`src/rtl/fp_fma_pkg.sv`:
```
// fp_fma_pkg: shared format constants and sideband type for the fused multiply-add datapath (rev 1.0)
`default_nettype none

package fp_fma_pkg;

  localparam int SP_EXP_WIDTH   = 8;
  localparam int SP_SIG_WIDTH   = 23;
  localparam int SP_BIAS        = 127;
  localparam int SP_SHAMT_WIDTH = 6;
  localparam int SP_ADD_WIDTH   = 3 * (SP_SIG_WIDTH + 1) + 3;

  localparam int DP_EXP_WIDTH   = 11;
  localparam int DP_SIG_WIDTH   = 52;
  localparam int DP_BIAS        = 1023;
  localparam int DP_SHAMT_WIDTH = 6;
  localparam int DP_ADD_WIDTH   = 3 * (DP_SIG_WIDTH + 1) + 3;

  // Sized for the widest supported format; narrower formats zero-extend.
  localparam int SIDE_EXP_WIDTH = DP_EXP_WIDTH;

  typedef struct packed {
    logic [SIDE_EXP_WIDTH-1:0] res_exp;
    logic                      c_exp_is_small;
    logic                      eff_sub;
  } sideband_t;

endpackage

`default_nettype wire

```
`src/rtl/shift_right_sticky.sv`:
```
// shift_right_sticky: one right-shift level by amount*STRIDE with OR of all bits shifted out (rev 1.0)
`default_nettype none

module shift_right_sticky #(
  parameter int WIDTH       = 8,
  parameter int SHIFT_WIDTH = 3,
  parameter int STRIDE      = 1
) (
  input  logic [WIDTH-1:0]       data_in,
  input  logic [SHIFT_WIDTH-1:0] amount,
  output logic [WIDTH-1:0]       data_out,
  output logic                   sticky
);

  logic [31:0]      distance;
  logic [WIDTH-1:0] lost_mask;

  assign distance  = 32'(amount) * 32'(STRIDE);
  assign data_out  = data_in >> distance;
  assign lost_mask = ~({WIDTH{1'b1}} << distance);
  assign sticky    = |(data_in & lost_mask);

endmodule

`default_nettype wire

```
`src/rtl/fnmadd_addend_align.sv`:
```
// fnmadd_addend_align: two-stage addend alignment (coarse/fine shift, sticky, optional complement) (rev 1.0)
`default_nettype none

module fnmadd_addend_align
  import fp_fma_pkg::*;
#(
  parameter int EXP_WIDTH   = SP_EXP_WIDTH,
  parameter int SIG_WIDTH   = SP_SIG_WIDTH,
  parameter int SHAMT_WIDTH = SP_SHAMT_WIDTH,
  parameter int ADD_WIDTH   = 3 * (SIG_WIDTH + 1) + 3
) (
  input  logic                   clk,
  input  logic                   rst_n,
  input  logic                   flush,
  input  logic                   in_valid,
  output logic                   in_ready,
  input  logic [SIG_WIDTH-1:0]   c_frac,
  input  logic                   c_is_subnormal,
  input  logic [SHAMT_WIDTH-1:0] shamt,
  input  logic [EXP_WIDTH-1:0]   res_exp,
  input  logic                   c_exp_is_small,
  input  logic                   eff_sub,
  output logic                   out_valid,
  input  logic                   out_ready,
  output logic [ADD_WIDTH-1:0]   addend,
  output logic                   sticky,
  output logic                   cin,
  output logic [EXP_WIDTH-1:0]   out_res_exp,
  output logic                   out_c_exp_is_small
);

  localparam int SIGW     = SIG_WIDTH + 1;
  localparam int GUARD    = SIGW;
  localparam int EXT      = ADD_WIDTH + GUARD;
  localparam int COARSE_W = SHAMT_WIDTH - 3;

  logic [SIGW-1:0] sig;
  logic [EXT-1:0]  field_in;
  logic [EXT-1:0]  coarse_out;
  logic            coarse_sticky;
  sideband_t       side_in;

  logic            s1_valid;
  logic [EXT-1:0]  s1_field;
  logic            s1_sticky;
  logic [2:0]      s1_fine;
  sideband_t       s1_side;

  logic [EXT-1:0]       fine_out;
  logic                 fine_sticky;
  logic                 sticky_next;
  logic [ADD_WIDTH-1:0] addend_next;

  logic s2_valid;
  logic s2_can_load;
  logic unused_side_exp;

  // Significand sits at the top of the adder field; GUARD extra positions catch bits below bit 0.
  assign sig      = {~c_is_subnormal, c_frac};
  assign field_in = {sig, {ADD_WIDTH{1'b0}}};
  assign side_in  = '{res_exp:        SIDE_EXP_WIDTH'(res_exp),
                      c_exp_is_small: c_exp_is_small,
                      eff_sub:        eff_sub};

  shift_right_sticky #(
    .WIDTH      (EXT),
    .SHIFT_WIDTH(COARSE_W),
    .STRIDE     (8)
  ) u_coarse (
    .data_in (field_in),
    .amount  (shamt[SHAMT_WIDTH-1:3]),
    .data_out(coarse_out),
    .sticky  (coarse_sticky)
  );

  assign s2_can_load = !s2_valid || out_ready;
  assign in_ready    = !s1_valid || s2_can_load;
  assign out_valid   = s2_valid;

  always_ff @(posedge clk or negedge rst_n) begin
    if (!rst_n) begin
      s1_valid  <= 1'b0;
      s1_field  <= '0;
      s1_sticky <= 1'b0;
      s1_fine   <= '0;
      s1_side   <= '0;
    end else begin
      if (flush) begin
        s1_valid <= 1'b0;
      end else if (in_ready) begin
        s1_valid <= in_valid;
      end
      if (in_ready && in_valid) begin
        s1_field  <= coarse_out;
        s1_sticky <= coarse_sticky;
        s1_fine   <= shamt[2:0];
        s1_side   <= side_in;
      end
    end
  end

  shift_right_sticky #(
    .WIDTH      (EXT),
    .SHIFT_WIDTH(3),
    .STRIDE     (1)
  ) u_fine (
    .data_in (s1_field),
    .amount  (s1_fine),
    .data_out(fine_out),
    .sticky  (fine_sticky)
  );

  // Sticky comes from the magnitude before any complement is applied.
  assign sticky_next = s1_sticky | fine_sticky | (|fine_out[GUARD-1:0]);
  assign addend_next = fine_out[EXT-1:GUARD] ^ {ADD_WIDTH{s1_side.eff_sub}};

  always_ff @(posedge clk or negedge rst_n) begin
    if (!rst_n) begin
      s2_valid           <= 1'b0;
      addend             <= '0;
      sticky             <= 1'b0;
      cin                <= 1'b0;
      out_res_exp        <= '0;
      out_c_exp_is_small <= 1'b0;
    end else begin
      if (flush) begin
        s2_valid <= 1'b0;
      end else if (s2_can_load) begin
        s2_valid <= s1_valid;
      end
      if (s2_can_load && s1_valid) begin
        addend             <= addend_next;
        sticky             <= sticky_next;
        cin                <= s1_side.eff_sub;
        out_res_exp        <= EXP_WIDTH'(s1_side.res_exp);
        out_c_exp_is_small <= s1_side.c_exp_is_small;
      end
    end
  end

  assign unused_side_exp = ^s1_side.res_exp;

endmodule

`default_nettype wire

```
`config.mk`:
```
export PLATFORM = sky130hd
export DESIGN_NAME = fnmadd_addend_align
export DESIGN_NICKNAME = d
export VERILOG_FILES = /design/src/rtl/fp_fma_pkg.sv /design/src/rtl/shift_right_sticky.sv /design/src/rtl/fnmadd_addend_align.sv
export SDC_FILE = /design/constraint.sdc
export NUM_CORES = 1
export LEC_CHECK = 0
export CORE_UTILIZATION = 41
export DETAILED_ROUTE_END_ITERATION = 10
export PLACE_DENSITY = 0.71
export SYNTH_ARGS = -nofsm -noshare
export SYNTH_HDL_FRONTEND = slang
export SYNTH_HIERARCHICAL = 1
export SYNTH_SLANG_ARGS = --single-unit
```
`constraint.sdc`:
```
create_clock -name clk -period 2.8 [get_ports clk]
set_input_delay 0.56 -clock clk [delete_from_list [all_inputs] [get_ports clk]]
set_output_delay 0.56 -clock clk [all_outputs]
set_load 0.03 [all_outputs]
```
==> out/results.tsv, run 1 <==
stage	metric	value	unit
final_layout	Area Overhead vs Synth	22.1	%
clock_tree	clock root buffer	clkbuf_16	
timing	period utilisation layout	92.0	%
clock_tree	clock tree buffer depth	3	
global_route	Tot GR Track Use	21.8	%
global_route	met1 usage	33.0	%
final_layout	Antenna diodes	0	
routing	Detail Route Antenna Nets	0	
final_layout	area used by multi-input combinational logic	0.0104	mm2
timing	final hold violation count	0	
critical_path	CP Data Arrival Time	2.99	ns
global_route	vias in the first global route	11132	
global_route	initial antenna violation count	0	
routing	routed via count	11466	
global_route	largest net degree at the start of global routing	79	
timing	post-route setup TNS	0	ns
timing	fmax	0.388	GHz
clock_tree	post_cts resized	0	
routing	vias per cell	5.32	
power	PD cells	642	mW/mm2
final_layout	share of layout cells above drive strength 1	26.4	%
routing	DR DRC count	0	
global_route	Remaining Overflow, GRT	0	
power	Seq pwr share	33.4	%
placed_design	Post-DP Area	0.0179	mm2
routing	drt initial violations	1094	
global_route	met2 Resource Use GR	33.0	%
clock_tree	TritonCTS clock tree	done	
synth	Synthesis Warnings	6	
synth	ys flop type	dfrtp_1	
critical_path	critical path required time	3.21	ns
die	Die Ht	195	um
run	Max Cap Violations	0	
critical_path	startpoint types	flop	
placed_design	hpwl dp	31300	um
synth	number of flops mapped to enable cells by yosys	0	
synth	register area share after synthesis	32.9	%
clock_tree	Post-CTS Setup Repair Bufs	0	
timing	Setup Skew	0.0148	ns
die	core area	0.0367	mm2
final_layout	Finished Cell Area	0.0187	mm2
placed_design	Final GP Congestion	0.902	
power	Comb power frac	41.1	%
power	VDD IR max	393	uV
timing	Worst Tran Pin Value	0.818	ns
placed_design	IO Port Bufs	132	
clock_tree	clock latency on the worst-skew pair	0.52	ns
synth	Synth async-reset ratio	100	%
power	sw power	0.00423	W
global_route	first-pass GRT wire length	65100	um
clock_tree	CTS Buf Count	23	
placed_design	Inst Count DP	2116	
die	die area	0.0381	mm2
worst_hold_path	Hold Path Class	in -> async	
timing	unrepaired setup endpoints after global routing	false	
power	sw frac	35.3	%
power	Pleak	8.26	nW
critical_path	CP Max Fanout	40	
timing	Slew Limit Headroom	45.4	%
global_route	met3 Use GR	2.69	%
synth	Gate Count Post-Synth	1324	
power	Clock power frac	25.5	%
final_layout	Reg area	0.00504	mm2
synth	Post-Syn Area per Cell	11.6	um2
final_layout	Filler Cell Count	3256	
die	Starting Density	41.7	%
clock_tree	clock slew at reported path FFs	0.06	ns
clock_tree	Sink Count	201	
run_status	status	finished clean	
die	row cnt	70	
critical_path	crit path capture type	flop	
routing	total wire length	41200	um
timing	pins over their slew limit	0	
synth	Distinct cells, synth	44	
final_layout	final core utilization	50.9	%
routing	WL per Instance	19.1	um
synth	#FFs+latches synth	201	
die	die width	195	um
die	I/O pin count	133	
clock_tree	Hold-fix buffers, CTS	0	
critical_path	WS Path Type	reg -> reg	
global_route	GR peak layer	met1	
synth	mapped cell area	0.0153	mm2
final_layout	Finished Layout Cells	2156	
timing	Final min period	2.58	ns
clock_tree	H-Tree Depth	1	
power	Pint	0.00777	W
routing	drt pass-1 iters	5	
timing	setup violators final	0	
final_layout	Nets	1718	
metal layers:
metal / routed length [um] / vias to the layer above
li1: - / 5344
met1: 19000 / 5703
met2: 18600 / 375
met3: 2850 / 44
met4: 720 / 0
met5: 0 / -
worst paths after layout:
path / startpoint / to / slack [ns] / cells after the start
setup / recovery: s1_fine[0]$_DFFE_PN0P_ / addend[28]$_DFFE_PN0P_ / 0.22 / 6
hold / removal: rst_n / out_res_exp[0]$_DFFE_PN0P_ / 0.05 / 1
setup reg to reg: s1_fine[0]$_DFFE_PN0P_ / addend[28]$_DFFE_PN0P_ / 0.22 / 6
hold reg to reg: s1_side[9]$_DFFE_PN0P_ / out_res_exp[7]$_DFFE_PN0P_ / 0.49 / 1
max in group asynchronous: rst_n / s1_fine[2]$_DFFE_PN0P_ / 2.08 / 2
min in group clk: s1_side[9]$_DFFE_PN0P_ / out_res_exp[7]$_DFFE_PN0P_ / 0.49 / 1
worst max-delay path: stages (launching register included):
cell,delay (ns)
dfrtp_4,0.78
buf_12,0.26
buf_12,0.22
mux2_2,0.40
mux4_2,0.50
xnor2_1,0.19
a21oi_1,0.09
registers in the layout (all words and copies together) (netlist names), 3 cells and up:
| signal | count |
|---|---|
| addend | 75 |
| out_res_exp | 8 |
| s1_field | 99 |
| s1_fine | 3 |
| s1_side | 10 |
cell families (layout without fill, tap and decap cells):
group / Yosys count / after routing / synth area share (%)
AOI/OAI and AO/OA: 251 / 251 / 8.53
xor gates and xnor gates: 75 / 75 / 4.29
buffers and inverters: 131 / 226 / 5.61
DFF: 201 / 201 / 32.9
muxes: 451 / 451 / 42.4
other: 1 / 270 / 0.0245
and+or+nand+nor: 214 / 214 / 6.28
power by group through the flow:
stage          Clock, W  Sequential [W]  Combinational (W)
6_report        0.00305         0.00401            0.00493
5_1_grt         0.00323         0.00409            0.00526
3_3_place_gp          0         0.00403            0.00481
4_1_cts         0.00312         0.00401            0.00489
3_5_place_dp          0         0.00405            0.00486
2_1_floorplan         0         0.00453            0.00281
per-stage QoR:
stage               hold WS, ns  power (W)  setup slack, ns
global route             0.0875     0.0126           0.0781
finish                   0.0498     0.0120            0.223
global placement          0.482    0.00883            0.234
CTS                      0.0538     0.0120            0.220
floorplan                 0.264    0.00734            0.529
detailed placement        0.488    0.00891            0.221
synthesized netlist by cell type (2+ instances only):
library cell	instances	area, um2
nor3_2	2	20.0
nor4_1	20	125
mux2_4	97	1460
xnor2_1	75	657
mux2_2	141	1590
nand2b_1	3	18.8
o21ai_1	7	35.0
clkbuf_1	24	90.1
buf_4	12	90.1
buf_2	50	250
and2_1	15	93.8
buf_6	22	248
mux4_2	105	2360
inv_1	6	22.5
nor2_1	50	188
a21oi_1	189	946
a22o_1	2	17.5
nor3_1	2	10.0
nand3_1	3	15.0
or4_1	2	15.0
o22ai_1	7	43.8
nand2_1	110	413
buf_8	8	120
buf_1	8	30.0
o21ai_0	38	190
dfrtp_1	201	5030
mux2i_1	108	1080
area by class of cell:
type,count,area share (%)
inverter,6,0.127
clock inverter,9,0.676
sequential,201,27.0
multi-input combinational,1261,55.9
clock buffer,31,3.40
timing repair buffer,180,9.83
tap,468,3.13
layout by cell type (no fill, tap or decap), drive strengths merged, types with 4 or more instances in the layout:
cell           netlist  final
clkinv               0      5
and2                16     16
mux2i              108    108
o21ai               46     46
inv                  6      6
mux4               105    105
nor2                50     50
nand2              111    111
xnor2               75     75
conb                 1    270
nor4                20     20
buf                100     51
o22ai                7      7
nor3                 4      4
mux2               238    238
dfrtp              201    201
clkbuf              25     32
a21oi              189    189
clkdlybuf4s50        0    128
No activity file was read; power rests on OpenSTA's default activity.
==> run 2: changes to the inputs <==
Settings changed: CAP_MARGIN set to 30, CTS_CLUSTER_DIAMETER set to 120.
==> results of run 2 <==
The final DEF is identical to that of run 1; final timing and power are the same.
